<file path="src/rtl/bram_block_mover.sv">
// Copies len bytes from src to dst inside a single-port bram, alternating read and write cycles.
// Define BLOCK_MOVER_CHECKSUM_EN to build the running checksum of the copied bytes.
module bram_block_mover #(
  parameter int ADDR_W = 8,
  parameter int DATA_W = 8
) (
  input  logic              clk,
  input  logic              reset,
  input  logic              start,
  input  logic [ADDR_W-1:0] src,
  input  logic [ADDR_W-1:0] dst,
  input  logic [ADDR_W:0]   len,
  output logic              busy,
  output logic              done,
  output logic [DATA_W-1:0] checksum,
  output logic [ADDR_W-1:0] mem_addr,
  output logic [DATA_W-1:0] mem_data,
  output logic              mem_readWrite,
  input  logic [DATA_W-1:0] mem_rdata
);

  typedef enum logic [1:0] {IDLE, READ, WRITE, DONE} state_t;

  localparam logic [ADDR_W:0] LEN_ONE = {{ADDR_W{1'b0}}, 1'b1};

  state_t            state;
  logic [ADDR_W-1:0] src_ptr;
  logic [ADDR_W-1:0] dst_ptr;
  logic [ADDR_W:0]   remaining;

  // Outputs are registered on the transition into the state they belong to.
  always_ff @(posedge clk or posedge reset) begin
    if (reset) begin
      state         <= IDLE;
      src_ptr       <= '0;
      dst_ptr       <= '0;
      remaining     <= '0;
      busy          <= 1'b0;
      done          <= 1'b0;
      mem_addr      <= '0;
      mem_readWrite <= 1'b0;
    end else begin
      done <= 1'b0;
      case (state)
        IDLE: begin
          mem_addr      <= '0;
          mem_readWrite <= 1'b0;
          busy          <= 1'b0;
          if (start) begin
            if (len != '0) begin
              src_ptr   <= src;
              dst_ptr   <= dst;
              remaining <= len;
              mem_addr  <= src;
              busy      <= 1'b1;
              state     <= READ;
            end else begin
              done  <= 1'b1;
              state <= DONE;
            end
          end
        end
        READ: begin
          mem_addr      <= dst_ptr;
          mem_readWrite <= 1'b1;
          state         <= WRITE;
        end
        WRITE: begin
          src_ptr       <= src_ptr + 1'b1;
          dst_ptr       <= dst_ptr + 1'b1;
          remaining     <= remaining - LEN_ONE;
          mem_readWrite <= 1'b0;
          if (remaining != LEN_ONE) begin
            mem_addr <= src_ptr + 1'b1;
            state    <= READ;
          end else begin
            mem_addr <= '0;
            busy     <= 1'b0;
            done     <= 1'b1;
            state    <= DONE;
          end
        end
        DONE: begin
          state <= IDLE;
        end
        default: begin
          state <= IDLE;
        end
      endcase
    end
  end

  // Read data from the previous edge is forwarded straight to the write port.
  assign mem_data = (state == WRITE) ? mem_rdata : '0;

`ifdef BLOCK_MOVER_CHECKSUM_EN
  function automatic logic [DATA_W-1:0] add_wrap(input logic [DATA_W-1:0] a,
                                                 input logic [DATA_W-1:0] b);
    return a + b;
  endfunction

  always_ff @(posedge clk or posedge reset) begin
    if (reset) begin
      checksum <= '0;
    end else if (state == IDLE && start) begin
      checksum <= '0;
    end else if (state == WRITE) begin
      checksum <= add_wrap(checksum, mem_rdata);
    end
  end
`else
  assign checksum = '0;
`endif

endmodule

</file>
<file path="config.mk">
export PLATFORM = sky130hd
export DESIGN_NAME = bram_block_mover
export DESIGN_NICKNAME = d
export VERILOG_FILES = /design/src/rtl/bram_block_mover.sv
export SDC_FILE = /design/constraint.sdc
export NUM_CORES = 1
export LEC_CHECK = 0
export BUFFER_PORTS_ARGS = -buffer_cell sky130_fd_sc_hd__buf_2
export CORE_MARGIN = 3
export CORE_UTILIZATION = 40
export DETAILED_ROUTE_END_ITERATION = 10
export PLACE_DENSITY = 0.7
export SYNTH_ARGS = -nofsm -noshare
export SYNTH_HDL_FRONTEND = slang
export SYNTH_SLANG_ARGS = --single-unit
</file>
<file path="constraint.sdc">
create_clock -name clk -period 5.6 [get_ports clk]
set_input_delay 1.68 -clock clk [delete_from_list [all_inputs] [get_ports clk]]
set_output_delay 1.68 -clock clk [all_outputs]
set_load 0.02 [all_outputs]
</file>
==> summary.txt <==
status -> completed
die width -> 88.5 um
area of the multi-input gates -> 1540 um2
Fin. Hold Viols -> 0
1st-iter DRT viols -> 227
post-detail-place hpwl -> 5010 um
yosys warns -> 0
setup tns final -> 0 ps
FF/Latch Area -> 951 um2
Max Cap Violations -> 0
CP Data Arrival Time -> 2070 ps
Post-CTS Resized -> 0
final worst slack -> 1850 ps
Worst-Skew Late Latency -> 300 ps
Async SR Flop Fraction -> 1.00
initial antenna violation count -> 0
Avg Cell Area, Syn -> 9.04 um2
Cells after Synth -> 301
pin count of the biggest net entering global routing -> 47
RSZ-0062 raised after global routing -> no
critical-path maximum fanout -> 1
Buffers on Ports -> 54
layout cell share with drive strength beyond 1 -> 0.255
Leak -> 1.34 nW
Synth area leaders -> dfrtp_1, a21oi_1, ha_1, nor3_1, inv_1
final setup fails -> 0
worst slew pin tran -> 1320 ps
placer congestion estimate -> 0.865
clk sinks -> 38
#FFs+latches synth -> 38
core area -> 6460 um2
max_slew headroom -> 0.119
# Post-CTS Setup Buffers -> 0
Startpoint Class -> input port
Slew Limit Fails -> 0
Post-route DRC -> 0
initial core utilization -> 0.421
min-delay worst type -> reg2reg
Worst Setup Path Type -> in2out
Top Ports -> 63
clock buffer depth -> 2
post-synth cell types -> 67
r2r setup slk -> 2870 ps
GRT Total Usage -> 0.200
f_max -> 266 MHz
Worst Clk Skew -> 6.35 ps
pre-CTS setup slack -> 1840 ps
fillers -> 620
min Tclk post-route -> 3750 ps
Avg Vias per Cell -> 5.94
die area -> 7830 um2
Synth Cell Area -> 2720 um2
Pwr per Cell Area -> 608 nW/um2
First-pass DRT Iterations -> 4
Primary FF master, synth -> dfrtp_1
vias in the first global route -> 2513
Critical Path RT -> 3920 ps
CTS buffer count -> 5
final net count -> 389
chip height -> 88.5 um
Setup crit end kind -> output port
per-cell routed wire length -> 17.5 um
number of enable flip-flop cells after synthesis -> 0
Routed WL -> 7370 um
gr ovfl total -> 0
cts-stage hold buffer count -> 0
H-Tree Depth -> 2
worst hold margin -> 531 ps
placement row count -> 29
Yosys top cell by area -> dfrtp_1
CTS root buf -> clkbuf_8
Worst-path clk slew -> 80 ps
sequential area share after synthesis -> 0.349
CTS tree -> yes
first-pass GRT wire length -> 12200 um
via count -> 2508
Period Utilization, post-route -> 0.670
diode count -> 0
Area Growth Syn to Fin -> 12.2%
share of the synthesized area in the top cell type -> 0.349
peak supply drop -> 260 uV
Routed Antenna Nets -> 0
==> flip-flops by register name, indices dropped and copies added (netlist names) <==
| register | flops |
|---|---|
| src_ptr | 8 |
| mem_addr | 8 |
| remaining | 9 |
| mem_readWrite | 1 |
| done | 1 |
| state | 2 |
| busy | 1 |
| dst_ptr | 8 |
==> critical path, stage by stage <==
cell and delay (ps):
buf_2 100, and2_1 140, buf_2 150
==> final timing paths <==
check,start,to,depth (start not counted)
min in group asynchronous,reset,mem_addr[7],3
max reg2reg,state[0],remaining[6],6
min,mem_readWrite,mem_readWrite,2
max,mem_rdata[5],mem_data[5],3
min reg2reg,mem_readWrite,mem_readWrite,2
max in group asynchronous,reset,dst_ptr[7],3
==> layer usage <==
metal  wire length (um)  track usage  part of all wire
met5                  0            0                 0
met4                117       0.0714             0.016
met3                598       0.0540             0.081
met2               3480        0.316              0.47
met1               3170        0.264              0.43
==> stage by stage <==
step           power [mW]  utilization  area [um2]  std cells
3_3_place_gp         1.61        0.459        2960        414
5_1_grt              2.02        0.473        3050        422
4_1_cts              1.85        0.473        3050        422
2_1_floorplan        1.40            -        2750        308
6_report             1.86        0.473        3050        422
3_5_place_dp         1.65        0.459        2960        414
==> cell type report <==
class	instances	area share
flip-flops and latches	38	0.311
well taps	77	0.0315
inverters	21	0.0258
repair buffers	57	0.0959
clock buffers	7	0.0283
clock inverters	1	0.00164
multi-input cells	221	0.506
==> synthesized netlist by cell type, drive strengths merged, types with 3 or more instances <==
master / count
dfrtp: 38
a21oi: 25
inv: 21
buf: 20
nor2: 18
nor3: 18
o21ai: 13
nand2: 12
nand3: 11
a221oi: 10
ha: 9
and2: 8
clkbuf: 8
a31oi: 7
nor2b: 7
o22ai: 6
o211ai: 5
o31ai: 5
a211oi: 4
mux2i: 4
a22oi: 3
nand2b: 3
o22a: 3
==> power breakdown <==
group,internal (mW),switching [mW]
Sequential,0.415,0.147
Clock,0.0995,0.104
Combinational,0.432,0.657
Total,0.947,0.908
==> logic make-up (layout without fill, tap and decap cells) <==
logic type,Yosys count,in the layout,synth area share
compound gates,103,103,0.287
fa+ha+maj,9,9,0.0414
mux,5,5,0.0202
xor+xnor,3,3,0.00966
simple gates,93,93,0.197
flops,38,38,0.349
buf+inv,49,86,0.0938
other cells,1,8,0.00138
==> layout by cell type (no fill, tap or decap), types with 5 or more instances in the layout <==
cell type  synthesis  routed
buf_2              3      54
dfrtp_1           38      38
a21oi_1           24      24
inv_1             21      21
nor3_1            17      17
nor2_1            16      16
nand2_1           12      12
o21ai_0           11      11
nand3_1           10      10
a221oi_1           8       8
and2_1             8       8
ha_1               9       8
conb_1             1       8
a31oi_1            7       7
o22ai_1            6       6
nor2b_1            6       6
clkbuf_8           0       6
o31ai_1            5       5
(Power assumes the default switching activity.)
